[src/rtl/iomem.sv]
// iomem: memory-mapped display register plus debounced button status/count window.
// Optional macro IOMEM_BTN_COUNT_EN adds the press counter (COUNT at offset 0x8).
module iomem #(
  parameter logic [31:0] BASE        = 32'hFFFF_0000,
  parameter logic [31:0] DISP_RESET  = 32'h0000_0000,
  parameter int unsigned DEBOUNCE_MS = 10
) (
  input  logic        clk,
  input  logic        reset,
  input  logic        ce1ms,
  input  logic        btn0,
  input  logic        we,
  input  logic [31:0] a,
  input  logic [31:0] wd,
  output logic [31:0] rd,
  output logic        hit,
  output logic [31:0] word
);
  typedef enum logic [1:0] {STABLE_LO, WAIT_HI, STABLE_HI, WAIT_LO} state_t;
  localparam logic [7:0] DB = 8'(DEBOUNCE_MS);
  state_t      state_q;
  logic [7:0]  cnt_q;
  logic        meta_q, sync_q, level_q, press_q;
  logic [31:0] word_q;
  logic [7:0]  cnt_inc;
  logic        wr_disp, wr_stat, accept_hi, accept_lo;
  logic [31:0] count_word;
  logic        unused_addr;
  assign hit         = a[31:4] == BASE[31:4];
  assign wr_disp     = we && hit && a[3:2] == 2'd0;
  assign wr_stat     = we && hit && a[3:2] == 2'd1;
  assign cnt_inc     = cnt_q + 8'd1;
  assign accept_hi   = state_q == WAIT_HI && sync_q && ce1ms && cnt_inc == DB;
  assign accept_lo   = state_q == WAIT_LO && !sync_q && ce1ms && cnt_inc == DB;
  assign word        = word_q;
  assign unused_addr = &{1'b0, a[1:0], accept_lo};
`ifdef IOMEM_BTN_COUNT_EN
  logic [15:0] count_q;
  assign count_word = {16'h0, count_q};
  // Press counter, advanced only on an accepted rising level.
  always_ff @(posedge clk or negedge reset)
    if (!reset) count_q <= 16'h0;
    else if (accept_hi) count_q <= count_q + 16'd1;
`else
  assign count_word = 32'h0;
`endif
  // Display register, loaded by a DISP write.
  always_ff @(posedge clk or negedge reset)
    if (!reset) word_q <= DISP_RESET;
    else if (wr_disp) word_q <= wd;
  // Two-flop synchronizer for the raw button.
  always_ff @(posedge clk or negedge reset)
    if (!reset) {sync_q, meta_q} <= 2'b00;
    else {sync_q, meta_q} <= {meta_q, btn0};
  // Debounce FSM with registered level and sticky PRESS; a press set beats a W1C clear.
  always_ff @(posedge clk or negedge reset)
    if (!reset) begin
      state_q <= STABLE_LO;
      cnt_q   <= 8'd0;
      level_q <= 1'b0;
      press_q <= 1'b0;
    end else begin
      unique case (state_q)
        STABLE_LO: if (sync_q) begin
          state_q <= WAIT_HI;
          cnt_q   <= 8'd0;
        end
        WAIT_HI: if (!sync_q) state_q <= STABLE_LO;
          else if (ce1ms) begin
            cnt_q <= cnt_inc;
            if (cnt_inc == DB) begin
              state_q <= STABLE_HI;
              level_q <= 1'b1;
            end
          end
        STABLE_HI: if (!sync_q) begin
          state_q <= WAIT_LO;
          cnt_q   <= 8'd0;
        end
        WAIT_LO: if (sync_q) state_q <= STABLE_HI;
          else if (ce1ms) begin
            cnt_q <= cnt_inc;
            if (cnt_inc == DB) begin
              state_q <= STABLE_LO;
              level_q <= 1'b0;
            end
          end
      endcase
      press_q <= accept_hi ? 1'b1 : (wr_stat && wd[1]) ? 1'b0 : press_q;
    end
  // Zero-latency read mux over the window; outside the window reads 0.
  always_comb
    rd = !hit           ? 32'h0 :
         a[3:2] == 2'd0 ? word_q :
         a[3:2] == 2'd1 ? {30'h0, press_q, level_q} :
         a[3:2] == 2'd2 ? count_word : 32'h0;
endmodule
[config.mk]
export PLATFORM = sky130hd
export DESIGN_NAME = iomem
export DESIGN_NICKNAME = d
export VERILOG_FILES = /design/src/rtl/iomem.sv
export SDC_FILE = /design/constraint.sdc
export NUM_CORES = 1
export LEC_CHECK = 0
export ABC_AREA = 1
export ABC_CLOCK_PERIOD_IN_PS = 2750
export BUFFER_PORTS_ARGS = -buffer_cell sky130_fd_sc_hd__buf_2
export CORE_AREA = 10 10 84 86
export CTS_CLUSTER_DIAMETER = 150
export DETAILED_ROUTE_END_ITERATION = 7
export DIE_AREA = 0 0 94 96
export PLACE_DENSITY = 0.84
export SETUP_SLACK_MARGIN = 0.2
export SYNTH_ARGS = -nofsm -noshare
export SYNTH_HDL_FRONTEND = slang
export SYNTH_SLANG_ARGS = --single-unit
[constraint.sdc]
create_clock -name clk -period 2.75 [get_ports clk]
set_input_delay 0.55 -clock clk [delete_from_list [all_inputs] [get_ports clk]]
set_output_delay 0.55 -clock clk [all_outputs]
set_load 0.03 [all_outputs]
==> results.json <==
{
  "status": "complete, no violations",
  "final_cell_mix": "131 x buf_2, 111 x nand2_1, 51 x inv_1, 51 x nor2_1, 46 x dfrtp_1",
  "dieHeight_um": 96,
  "drt-total-wl_mm": 7.101,
  "crit_slowest_cell": "buf_4",
  "nNetsFinal": 543,
  "fp.dieW_um": 94,
  "timing.fmax_ghz": 0.4228,
  "synth.avg_cell_area_sq_um": 7.551,
  "vias": 2554,
  "clockRootBuffer": "clkbuf_8",
  "ys_types": 23,
  "synth_nets": 413,
  "dr.pass1.iters": 4,
  "gp_congestion": 0.7855,
  "crit_chain": "buf_2, nor2_1, nand2_1, nor2_2, nand2_2, nor2_4, inv_1, buf_4, a21oi_1, buf_2",
  "drt.antenna.violating_nets": 0,
  "worst_setup_path_start_kind": "input port",
  "place_hpwl_mm": 5.740,
  "rsz0062_at_grt": "no",
  "tns_ns": 0,
  "holdBufCountCts": 0,
  "regArea_sq_um": 1151,
  "nFillCells": 472,
  "period_minus_slack_ns": 2.365,
  "grt_max_degree": 44,
  "dp.cells": 537,
  "slowest_delay_ns": 0.22,
  "crit_required_ns": 2.20,
  "drt_iter0_drc": 153,
  "crit_path_max_fanout": 32,
  "fin_skew_ns": 0.002361,
  "placement.io_buffers": 131,
  "rows": 27,
  "crit_family": "buffers and inverters",
  "ys_seq_area_share_pct": 44.57,
  "endpoint_kind": "output port",
  "cts_tree": "done",
  "cts.sinks": 46,
  "wl_per_cell_um": 13.03,
  "p_per_area_nw_per_um2": 351.4,
  "hold_violations": 0,
  "critPathKind": "input port to output port",
  "finalSetupViolCount": 0,
  "io_pins": 134,
  "maxCapViolations": 0,
  "grt_pass1_vias": 2444,
  "path_common_cell": "buf_2",
  "ys_warn_count": 0,
  "clk_pin_slew_worst_paths_ns": 0.08,
  "grt_pass1_wl_mm": 11.12,
  "fin_cells": 545,
  "area_delta_synth_final_pct": 30.43,
  "cts_resized": 0,
  "multi_input_area_sq_um": 1146,
  "crit_arrival_ns": 1.82,
  "period_share_pct": 86.00,
  "drc": 0,
  "tightest_slew_ns": 0.6605,
  "final_common_cell": "buf_2",
  "slew_viol_final": 0,
  "path_buf_inv": 4,
  "h-tree-depth": 2,
  "irDropWorstVdd_v": 0.0002336,
  "hp-class": "input port to asynchronous set/reset pin",
  "drive_gt1_share_pct": 37.71,
  "synthCells": 342,
  "postCtsSetupBuffers": 0,
  "rrSetupSlack_ns": 1.06,
  "grt_overflow": 0,
  "grt_util_all_layers_pct": 14.98,
  "cts.path.max_buffers": 2,
  "vias_per_cell": 4.686,
  "insertion_delay_ns": 0.29,
  "syn_area_sq_um": 2582,
  "p_leak_uw": 0.001877,
  "relSlewSlack_pct": 55.97,
  "antenna_found_initial": 0,
  "synth.ff_latch_count": 46,
  "start_util_pct": 47.78,
  "core_sq_um": 5405,
  "dieArea_sq_um": 9024,
  "cts_buffers": 5
}
cell type report:
cell class | instances | area share (%)
Inverter | 51 | 5.684
Clock buffer | 7 | 2.266
Sequential cell | 46 | 34.18
Antenna cell | 1 | 0.07429
Timing Repair Buffer | 135 | 21.10
Tap cell | 72 | 2.675
Multi-Input combinational cell | 233 | 34.03
flip-flops by register name (all words and copies together) (netlist names), named ones only:
signal	flops
press_q	1
level_q	1
state_q	1
cnt_q	8
word	32
meta_q	1
sync_q	1
power breakdown:
part           internal [uW]  switching (uW)  total [uW]
clock                    175             207         383
combinational           50.2            63.4         114
sequential               681            6.03         687
final timing paths:
| kind | from | endpoint | cells past startpoint |
|---|---|---|---|
| worst max-delay path | a[9] | rd[0] | 10 |
| worst min-delay path | reset | cnt_q[0] | 1 |
| worst max register to register | cnt_q[0] | flip-flop | 10 |
| worst min register to register | meta_q | sync_q | 0 |
| max in group asynchronous | reset | word[22] | 2 |
| min in group clk | meta_q | sync_q | 0 |
synthesized netlist by cell type, drive strengths merged:
cell / number / area share, %
a21oi: 3 / 0.58
nand3: 9 / 2.2
inv: 51 / 7.4
ha: 2 / 0.97
buf: 9 / 3.2
nor3: 1 / 0.19
nand3b: 1 / 0.29
nand2: 112 / 16
xor2: 1 / 0.34
o22ai: 4 / 0.97
o21ai: 37 / 12
clkbuf: 3 / 0.44
nand4: 7 / 1.7
nor2: 55 / 8.6
dfrtp: 46 / 45
xnor2: 1 / 0.34
worst reg2reg max path, delay by kind of cell, from the launching register on:
family                     cells  cell delay [ns]
and+or+nand+nor                8             0.87
DFF                            1             0.42
adders and majority gates      1             0.25
buffers and inverters          1             0.05
stage by stage:
stage               util (%)  area, sq um  hold slack, ns  setup slack (ns)  total power [uW]
floorplan                  -         2582          0.2544            0.3510             741.9
global placement       60.86         3289          0.3338            0.4152             810.5
detailed placement     60.86         3289          0.3372            0.3762             815.1
CTS                    62.27         3366          0.2219            0.3748              1200
global route           62.27         3366          0.2367            0.2458              1239
finish                 62.31         3368          0.2067            0.3850              1184
routing by layer:
metal	up-vias	track usage [%]	share of wire, %
met4	0	7.342	3.1
met2	87	27.19	50
met3	19	4.125	7.4
met5	-	0	0
li1	1302	-	-
met1	1146	15.66	40
cell families (layout without fill, tap and decap cells):
kind of cell    after synthesis  in the layout  synth area share (%)
simple gates                185            185                 29.36
buf+inv                      63            193                 11.05
flops                        46             46                 44.57
compound gates               44             44                 13.37
fa+ha+maj                     2              2                0.9688
xor+xnor                      2              2                0.6784
other cells                   0              1                     0
No activity file was read; power rests on OpenSTA's default activity.
